<file path="src/rtl/seatac_decoder.sv">
`default_nettype none
// ============================================================================
//  Module   : seatac_decoder
//  Purpose  : Receive-side decoder for the SeaTac runway wind-light
//             generator. It watches the 3-bit light pattern, works out which
//             wind code produced each step (previous -> current pattern),
//             flags illegal codes and illegal steps, and reports lock once
//             the decoded wind has been steady for LOCK_COUNT decodes.
//  Revision : 1.0  initial release
// ----------------------------------------------------------------------------
//  Parameters
//    LOCK_COUNT    : consecutive identical decoded winds needed for lock (>=1)
//    ERR_W         : width of the saturating illegal-event counter
//  Ports
//    clk           : in  1      system clock, rising edge
//    reset_n       : in  1      asynchronous active-low reset
//    pattern       : in  3      {left,middle,right}; 100 L, 010 M, 001 R, 101 O
//    pattern_valid : in  1      sample strobe
//    clear_err     : in  1      synchronous clear of err / err_count
//    wind          : out 2      last decoded wind: 00 calm, 01 right, 10 left
//    wind_valid    : out 1      one-cycle pulse when wind was updated
//    wind_locked   : out 1      wind decoded LOCK_COUNT times in a row
//    err           : out 1      sticky illegal-event flag
//    err_count     : out ERR_W  saturating count of illegal events
//  Build option
//    SEATAC_DEC_SYNC_EN : when defined, pattern and pattern_valid each pass
//                         through a 2-flop synchronizer (reset 010 / 0)
//                         before decode, adding 2 cycles of latency.
// ============================================================================
module seatac_decoder #(
  parameter int LOCK_COUNT = 4,
  parameter int ERR_W      = 4
) (
  input  logic             clk,
  input  logic             reset_n,
  input  logic [2:0]       pattern,
  input  logic             pattern_valid,
  input  logic             clear_err,
  output logic [1:0]       wind,
  output logic             wind_valid,
  output logic             wind_locked,
  output logic             err,
  output logic [ERR_W-1:0] err_count
);

  // Legal light codes
  localparam logic [2:0] PAT_L = 3'b100;
  localparam logic [2:0] PAT_M = 3'b010;
  localparam logic [2:0] PAT_R = 3'b001;
  localparam logic [2:0] PAT_O = 3'b101;

  // Decoded wind codes
  localparam logic [1:0] WIND_CALM  = 2'b00;
  localparam logic [1:0] WIND_RIGHT = 2'b01;
  localparam logic [1:0] WIND_LEFT  = 2'b10;

  // Run counter only needs to reach LOCK_COUNT
  localparam int             CNT_W    = (LOCK_COUNT < 2) ? 1 : $clog2(LOCK_COUNT + 1);
  localparam logic [CNT_W-1:0] LOCK_VAL = CNT_W'(LOCK_COUNT);
  localparam logic [ERR_W-1:0] ERR_MAX  = {ERR_W{1'b1}};

  typedef enum logic [1:0] {
    ST_ACQUIRE = 2'd0,
    ST_TRACK   = 2'd1,
    ST_ERROR   = 2'd2
  } state_t;

  // --------------------------------------------------------------------------
  // Input conditioning
  // --------------------------------------------------------------------------
  logic [2:0] smp_pat;
  logic       smp_vld;

`ifdef SEATAC_DEC_SYNC_EN
  logic [2:0] pat_s1_q;
  logic [2:0] pat_s2_q;
  logic       vld_s1_q;
  logic       vld_s2_q;

  // Synchronizer resets to the idle "middle" pattern so that the first
  // post-reset samples look like a calm runway, not an illegal code.
  always_ff @(posedge clk or negedge reset_n) begin
    if (!reset_n) begin
      pat_s1_q <= PAT_M;
      pat_s2_q <= PAT_M;
      vld_s1_q <= 1'b0;
      vld_s2_q <= 1'b0;
    end else begin
      pat_s1_q <= pattern;
      pat_s2_q <= pat_s1_q;
      vld_s1_q <= pattern_valid;
      vld_s2_q <= vld_s1_q;
    end
  end

  assign smp_pat = pat_s2_q;
  assign smp_vld = vld_s2_q;
`else
  assign smp_pat = pattern;
  assign smp_vld = pattern_valid;
`endif

  // --------------------------------------------------------------------------
  // Helpers
  // --------------------------------------------------------------------------
  function automatic logic is_legal(input logic [2:0] p);
    is_legal = (p == PAT_L) || (p == PAT_M) || (p == PAT_R) || (p == PAT_O);
  endfunction

  // Wind implied by a step between two distinct legal codes.
  function automatic logic [1:0] decode_step(input logic [2:0] prev,
                                             input logic [2:0] cur);
    decode_step = WIND_CALM;
    if (cur == PAT_O) begin
      decode_step = WIND_CALM;
    end else begin
      unique case (prev)
        PAT_O: begin
          if (cur == PAT_L)      decode_step = WIND_RIGHT;
          else if (cur == PAT_R) decode_step = WIND_LEFT;
          else                   decode_step = WIND_CALM;
        end
        PAT_M:   decode_step = (cur == PAT_L) ? WIND_RIGHT : WIND_LEFT;
        PAT_L:   decode_step = (cur == PAT_R) ? WIND_RIGHT : WIND_LEFT;
        PAT_R:   decode_step = (cur == PAT_M) ? WIND_RIGHT : WIND_LEFT;
        default: decode_step = WIND_CALM;
      endcase
    end
  endfunction

  // --------------------------------------------------------------------------
  // State
  // --------------------------------------------------------------------------
  state_t             state_q,  state_d;
  logic [2:0]         prev_q,   prev_d;
  logic [1:0]         wind_q,   wind_d;
  logic               wv_q,     wv_d;
  logic               lock_q,   lock_d;
  logic [CNT_W-1:0]   cnt_q,    cnt_d;
  logic               err_q,    err_d;
  logic [ERR_W-1:0]   ecnt_q,   ecnt_d;

  logic               smp_legal;
  logic [1:0]         smp_wind;
  logic               evt;

  assign smp_legal = is_legal(smp_pat);
  assign smp_wind  = decode_step(prev_q, smp_pat);

  always_ff @(posedge clk or negedge reset_n) begin
    if (!reset_n) begin
      state_q <= ST_ACQUIRE;
      prev_q  <= PAT_M;
      wind_q  <= WIND_CALM;
      wv_q    <= 1'b0;
      lock_q  <= 1'b0;
      cnt_q   <= '0;
      err_q   <= 1'b0;
      ecnt_q  <= '0;
    end else begin
      state_q <= state_d;
      prev_q  <= prev_d;
      wind_q  <= wind_d;
      wv_q    <= wv_d;
      lock_q  <= lock_d;
      cnt_q   <= cnt_d;
      err_q   <= err_d;
      ecnt_q  <= ecnt_d;
    end
  end

  // Next-state and decode
  always_comb begin
    state_d = state_q;
    prev_d  = prev_q;
    wind_d  = wind_q;
    wv_d    = 1'b0;
    cnt_d   = cnt_q;
    evt     = 1'b0;

    if (smp_vld) begin
      unique case (state_q)
        ST_ACQUIRE, ST_ERROR: begin
          // Any legal code (even one equal to prev) re-establishes the
          // reference without producing a decode.
          if (smp_legal) begin
            prev_d  = smp_pat;
            state_d = ST_TRACK;
          end else begin
            evt     = 1'b1;
            state_d = ST_ERROR;
          end
        end
        ST_TRACK: begin
          if (!smp_legal || (smp_pat == prev_q)) begin
            evt     = 1'b1;
            state_d = ST_ERROR;
          end else begin
            wind_d = smp_wind;
            wv_d   = 1'b1;
            prev_d = smp_pat;
            // Compare with the previous decoded wind; after an error the
            // counter is zero so the increment also yields 1.
            if (smp_wind == wind_q) begin
              if (cnt_q != LOCK_VAL) cnt_d = cnt_q + 1'b1;
            end else begin
              cnt_d = CNT_W'(1);
            end
          end
        end
        default: state_d = ST_ACQUIRE;
      endcase
    end

    if (evt) cnt_d = '0;
  end

  assign lock_d = (state_d == ST_TRACK) && (cnt_d == LOCK_VAL);

  // Error flag/counter: an illegal event in the same cycle as clear_err
  // wins, leaving exactly one recorded event.
  always_comb begin
    err_d  = err_q;
    ecnt_d = ecnt_q;
    if (evt) begin
      err_d = 1'b1;
      if (clear_err)              ecnt_d = ERR_W'(1);
      else if (ecnt_q != ERR_MAX) ecnt_d = ecnt_q + 1'b1;
    end else if (clear_err) begin
      err_d  = 1'b0;
      ecnt_d = '0;
    end
  end

  assign wind        = wind_q;
  assign wind_valid  = wv_q;
  assign wind_locked = lock_q;
  assign err         = err_q;
  assign err_count   = ecnt_q;

endmodule
`default_nettype wire

</file>
<file path="config.mk">
export PLATFORM = sky130hd
export DESIGN_NAME = seatac_decoder
export DESIGN_NICKNAME = d
export VERILOG_FILES = /design/src/rtl/seatac_decoder.sv
export SDC_FILE = /design/constraint.sdc
export NUM_CORES = 1
export LEC_CHECK = 0
export CAP_MARGIN = 40
export CELL_PAD_IN_SITES_DETAIL_PLACEMENT = 0
export CELL_PAD_IN_SITES_GLOBAL_PLACEMENT = 1
export CORE_MARGIN = 4
export CORE_UTILIZATION = 25
export DETAILED_ROUTE_END_ITERATION = 16
export PLACE_DENSITY = 0.61
export SLEW_MARGIN = 15
export SYNTH_ARGS = -nofsm -noshare
export SYNTH_HDL_FRONTEND = slang
export SYNTH_SLANG_ARGS = --single-unit
</file>
<file path="constraint.sdc">
create_clock -name clk -period 2.23 [get_ports clk]
set_input_delay 0.3345 -clock clk [delete_from_list [all_inputs] [get_ports clk]]
set_output_delay 0.3345 -clock clk [all_outputs]
set_load 0.03 [all_outputs]
</file>
==> flow_metrics.env, run 1 <==
export IMPL_grt_pass1_wl_um=4071
export IMPL_crit_start="pattern[1]"
export IMPL_fin_cells=189
export IMPL_synth_main_ff_cell="dfrtp_1"
export IMPL_ant_nets=0
export IMPL_numPortBuffers=15
export IMPL_power_w=0.001172
export IMPL_wl_per_cell_um=13.17
export IMPL_peakVddDrop_uv=335.3
export IMPL_drv_cap=0
export IMPL_io_pins=16
export IMPL_cts_buffers=3
export IMPL_finClkSkew_ps=1.130
export IMPL_stdcell_area_mm2=0.001459
export IMPL_cts_tree="done"
export IMPL_grt_max_degree=18
export IMPL_worst_slew_pin_slew_ps=459.3
export IMPL_path_cells="clkdlybuf4s50_1, or3b_1, o32ai_4, o211ai_4, o21ai_1, a31oi_1, nor4b_2"
export IMPL_start_util=0.2655
export IMPL_synth_seq_area_share=0.3933
export IMPL_synthesis_area_mm2=0.001085
export IMPL_n_antenna_cell=0
export IMPL_critPathCaptureType="flip-flop"
export IMPL_path_clk_slew_ps=70
export IMPL_critPathKind="input port to flip-flop"
export IMPL_reg2regPathDepth=7
export IMPL_hold_buffers=0
export IMPL_area_growth_pct=34.49
export IMPL_synth_nets=119
export IMPL_ys_async_sr_fraction=1.000
export IMPL_final_max_slew_viol_count=0
export IMPL_synthCells=109
export IMPL_setup_viol=0
export IMPL_max_freq_mhz=462.7
export IMPL_routed_via_density=4.905
export IMPL_vias=927
export IMPL_grt_antenna_before_repair=0
export IMPL_gp_congestion=0.8159
export IMPL_die_width_um=73.87
export IMPL_crit_fanout=8
export IMPL_placed_area_mm2=0.001378
export IMPL_multiInputGateArea_um2=630.6
export IMPL_power_leakage_nw=0.6461
export IMPL_layout_nets=150
export IMPL_cp_data_required_time_ps=2390
export IMPL_crit_arrival_ps=2320
export IMPL_fin_crit_ps=2161
export IMPL_clock_sinks=17
export IMPL_r2r_start="prev_q[1]"
export IMPL_dr_pass1_iters=4
export IMPL_synth_area_leader_cell="dfrtp_1"
export IMPL_status="completed"
export IMPL_fp_coreArea_mm2=0.004086
export IMPL_insertion_delay_ps=250
export IMPL_grt_remaining_overflow=0
export IMPL_power_density_mw_per_mm2=803.2
export IMPL_finalWirelength_um=2490
export IMPL_ys_warn_count=0
export IMPL_first_iter_violations=38
export IMPL_dp_hpwl_um=1857
export IMPL_cts_buffer_depth=2
export IMPL_ys_seq_elements=17
export IMPL_synth_avg_cell_area_um2=9.952
export IMPL_synthTopCellsByArea="dfrtp_1 37%, nand2_1 4.8%, ha_1 3.5%, nand3_1 2.8%, dfstp_2 2.4%"
export IMPL_num_rows=23
export IMPL_r2r_end="wind_locked"
export IMPL_min_path_type="input port to async pin"
export IMPL_drt_drc_violations_left=0
export IMPL_grt_pass1_vias=936
export IMPL_h_tree_depth=1
export IMPL_max_stage_delay_ps=590
export IMPL_seq_area_um2=427.9
export IMPL_finalHoldViolCount=0
export IMPL_period_share=0.9692
export IMPL_root_buffer="clkbuf_8"
export IMPL_place_inst=185
export IMPL_cp_start_kind="input port"
export IMPL_post_route_util=0.3570
export IMPL_cp_slowest_cell="clkdlybuf4s50_1"
export IMPL_synth_top_area_frac=0.3691
export IMPL_n_fill_cell=419
export IMPL_r2r_slack_ps=120
export IMPL_rsz0062_at_grt="no"
export IMPL_slew_headroom=0.6889
export IMPL_dieArea_mm2=0.005457
export IMPL_ys_types=46
export IMPL_drive_gt1_frac=0.2590
export IMPL_die_h_um=73.87
export IMPL_synth_enable_flop_cells=0
export IMPL_grt_usage=0.09638
export IMPL_final_cell_mix="15 x dfrtp_1, 15 x buf_4, 14 x nand2_1"
==> per-stage QoR <==
step	hold slack [ps]	TNS [ps]	worst slack, ps
after floorplan	38.91	0	336.3
after global placement	472.5	-1516	-185.3
after detailed placement	471.3	-2461	-275.4
after CTS	408.7	0	17.41
after global routing	442.6	0	2.091
final	403.4	0	68.64
==> cells in the mapped netlist (2+ instances only) <==
master,number
xor2_1,2
o21a_1,2
nand3b_1,2
o211ai_1,2
a31oi_1,2
a21o_1,3
nand2_1,14
nor3b_2,2
dfrtp_1,16
nor2_1,5
nor3_1,3
buf_2,2
buf_6,2
mux2_2,2
inv_1,5
o21ai_1,2
nand3_1,6
ha_1,3
or3b_1,2
nand2b_1,3
a21oi_1,4
==> worst max-delay path by stage <==
stage / end / slack [ps] / depth (start not counted)
2_1_floorplan: wind_locked / 340 / 7
3_3_place_gp: wind_locked / -190 / 7
3_5_place_dp: err_count[3] / -280 / 7
4_1_cts: wind_locked / 20 / 7
5_1_grt: wind_locked / 2 / 7
6_report: wind_locked / 70 / 7
==> worst max-delay path, delay by kind of cell <==
family / cells / cell delay [ps]
buffers and inverters: 1 / 590
AND/OR/NAND/NOR: 2 / 720
AO/OA/AOI/OAI: 4 / 670
==> logic make-up (layout without fill, tap and decap cells) <==
logic type / count (synthesis) / in the layout / synth area share
compound gates: 25 / 25 / 0.1892
buf+inv: 10 / 40 / 0.05306
xor+xnor: 4 / 4 / 0.03922
fa+ha+maj: 3 / 3 / 0.03461
simple gates: 47 / 47 / 0.2595
mux: 3 / 3 / 0.03114
flops: 17 / 17 / 0.3933
==> sequential cells by signal, indices dropped and copies added, names as in the netlist <==
name and count:
cnt_q 3, prev_q 3, state_q 2, err_count 4, wind_valid 1, wind_locked 1, wind 2, err 1
==> routing by layer <==
| layer | GRT usage | vias up | share of wire |
|---|---|---|---|
| met3 | 0.01642 | 4 | 0.043 |
| met4 | 0.04829 | 0 | 0.017 |
| met1 | 0.1172 | 446 | 0.43 |
| met2 | 0.1624 | 25 | 0.51 |
| met5 | 0 | - | 0 |
| li1 | - | 452 | - |
==> power by group <==
part,switching (W),internal (W),leakage (nW)
logic,0.000233,0.000231,0.403
clock network,0.000107,0.000127,0.0228
registers,0.0000990,0.000375,0.221
total,0.000439,0.000733,0.646
==> what timing repair did <==
action	CTS	global route
gates resized for setup	1	7
endpoints found under the setup margin	1	1
pin swaps	0	0
buffers inserted	0	0
==> final cells by class <==
type	count	area share
multi-input cells	82	0.4322
well taps	50	0.04288
repair buffers	30	0.1835
inverters	6	0.01715
flip-flops and latches	17	0.2933
clock buffers	4	0.03087
(Power assumes the default switching activity.)
==> run 2: changes to the inputs <==
Settings changed: PLACE_DENSITY 0.61 to 0.62.
Clock period 2.23 ns to 2.3 ns, I/O delays scaled along.
==> flow_metrics.env, run 2 (same netlist as run 1, synthesis figures left out) <==
export IMPL_cts_buffer_depth=2
export IMPL_path_cells="clkdlybuf4s50_1, or3b_1, o32ai_2, buf_4, o21a_1, o21ai_1, mux2_1"
export IMPL_largest_reg_flops=4
export IMPL_cp_start_kind="input port"
export IMPL_critPathKind="input port to flip-flop"
export IMPL_cp_slowest_cell="clkdlybuf4s50_1"
export IMPL_r2r_start="prev_q[1]"
export IMPL_status="completed"
export IMPL_grt_pass1_vias=899
export IMPL_final_max_slew_viol_count=0
export IMPL_grt_pass1_wl_um=3981
export IMPL_period_share=0.9376
export IMPL_die_h_um=73.87
export IMPL_dp_hpwl_um=1796
export IMPL_grt_antenna_before_repair=0
export IMPL_critPathCaptureType="flip-flop"
export IMPL_wl_per_cell_um=12.43
export IMPL_cts_tree="done"
export IMPL_start_util=0.2655
export IMPL_layout_nets=147
export IMPL_h_tree_depth=1
export IMPL_max_stage_delay_ps=540
export IMPL_drt_drc_violations_left=0
export IMPL_first_iter_violations=21
export IMPL_num_rows=23
export IMPL_grt_remaining_overflow=0
export IMPL_power_leakage_nw=0.6178
export IMPL_slew_headroom=0.6115
export IMPL_finClkSkew_ps=5.572
export IMPL_r2r_end="prev_q[0]"
export IMPL_finalHoldViolCount=0
export IMPL_worst_slew_pin_slew_ps=575.5
export IMPL_crit_arrival_ps=2290
export IMPL_dr_pass1_iters=4
export IMPL_clock_sinks=17
export IMPL_rsz0062_at_grt="no"
export IMPL_post_route_util=0.3435
export IMPL_path_clk_slew_ps=70
export IMPL_drive_gt1_frac=0.2353
export IMPL_peakVddDrop_uv=256.7
export IMPL_numPortBuffers=15
export IMPL_dieArea_mm2=0.005457
export IMPL_drv_cap=0
export IMPL_fin_crit_ps=2157
export IMPL_holdWs_ps=410.2
export IMPL_insertion_delay_ps=250
export IMPL_fp_coreArea_mm2=0.004086
export IMPL_cts_buffers=3
export IMPL_root_buffer="clkbuf_8"
export IMPL_cp_data_required_time_ps=2430
export IMPL_io_pins=16
export IMPL_hold_buffers=0
export IMPL_final_common_cell="dfrtp_1"
export IMPL_routed_via_density=4.699
export IMPL_cts_setup_buffers=0
export IMPL_vias=874
export IMPL_area_growth_pct=29.41
export IMPL_min_path_type="input port to async pin"
export IMPL_reg2regPathDepth=6
export IMPL_setup_viol=0
export IMPL_max_freq_mhz=463.7
export IMPL_grt_usage=0.09258
export IMPL_final_cell_mix="16 x dfrtp_1, 14 x nand2_1, 14 x clkdlybuf4s50_1"
export IMPL_crit_fanout=8
export IMPL_die_width_um=73.87
export IMPL_power_density_mw_per_mm2=769.4
export IMPL_gp_congestion=0.8024
export IMPL_n_fill_cell=424
export IMPL_post_cts_resized=0
export IMPL_n_antenna_cell=0
export IMPL_finalWirelength_um=2312
export IMPL_ant_nets=0
export IMPL_grt_max_degree=18
export IMPL_r2r_slack_ps=210
-- run 2: changes by cell type in the layout (fill, tap and decap cells not counted), sizes merged --
cell and delta:
clkbuf -1, clkinv +1, buf -3, clkdlybuf4s50 +1, dlymetal6s2s -1
-- run 2: worst max path at each step --
stage	cells after the start	slack, ps	endpoint	start
after global routing	7	30	prev_q[2]	pattern[0]
after global placement	7	-150	prev_q[2]	pattern[1]
final	7	140	prev_q[2]	pattern[0]
after floorplan	7	410	wind_locked	prev_q[1]
after CTS	7	90	prev_q[2]	pattern[1]
after detailed placement	7	-160	prev_q[2]	pattern[1]
-- run 2: layout make-up --
cell class | instances | area (µm²) | area share
multi-input cells | 82 | 600.6 | 0.4278
flip-flops and latches | 17 | 426.7 | 0.3039
repair buffers | 27 | 242.7 | 0.1729
well taps | 50 | 62.56 | 0.04456
clock buffers | 3 | 41.29 | 0.02941
inverters | 6 | 25.02 | 0.01783
clock inverters | 1 | 5.005 | 0.003565
-- run 2: report_power, final --
group          internal (W)  switching, W
combinational      0.000200      0.000213
clock              0.000120      0.000102
sequential         0.000362     0.0000831
total              0.000682      0.000398
-- run 2: layer usage --
layer,global-route usage,wire [µm]
met1,0.1242,1140
met2,0.1506,1070
met3,0.01915,100
met4,0.02414,0
met5,0,0
-- run 2: critical path, delay by kind of cell --
kind / cells / cell delay (ps)
buffers and inverters: 2 / 740
AND/OR/NAND/NOR: 1 / 430
multiplexers: 1 / 350
AO/OA/AOI/OAI: 3 / 420
-- run 2: stage by stage --
step	area, µm²	setup WS, ps	instances	setup TNS [ps]	power [W]
final	1404	143.5	186	0	0.001080
after detailed placement	1355	-162.8	182	-795.8	0.0008638
after CTS	1401	94.50	186	0	0.001097
after floorplan	1085	406.3	109	0	0.0007351
after global placement	1355	-145.0	182	-623.8	0.0008609
after global routing	1404	32.31	186	0	0.001160
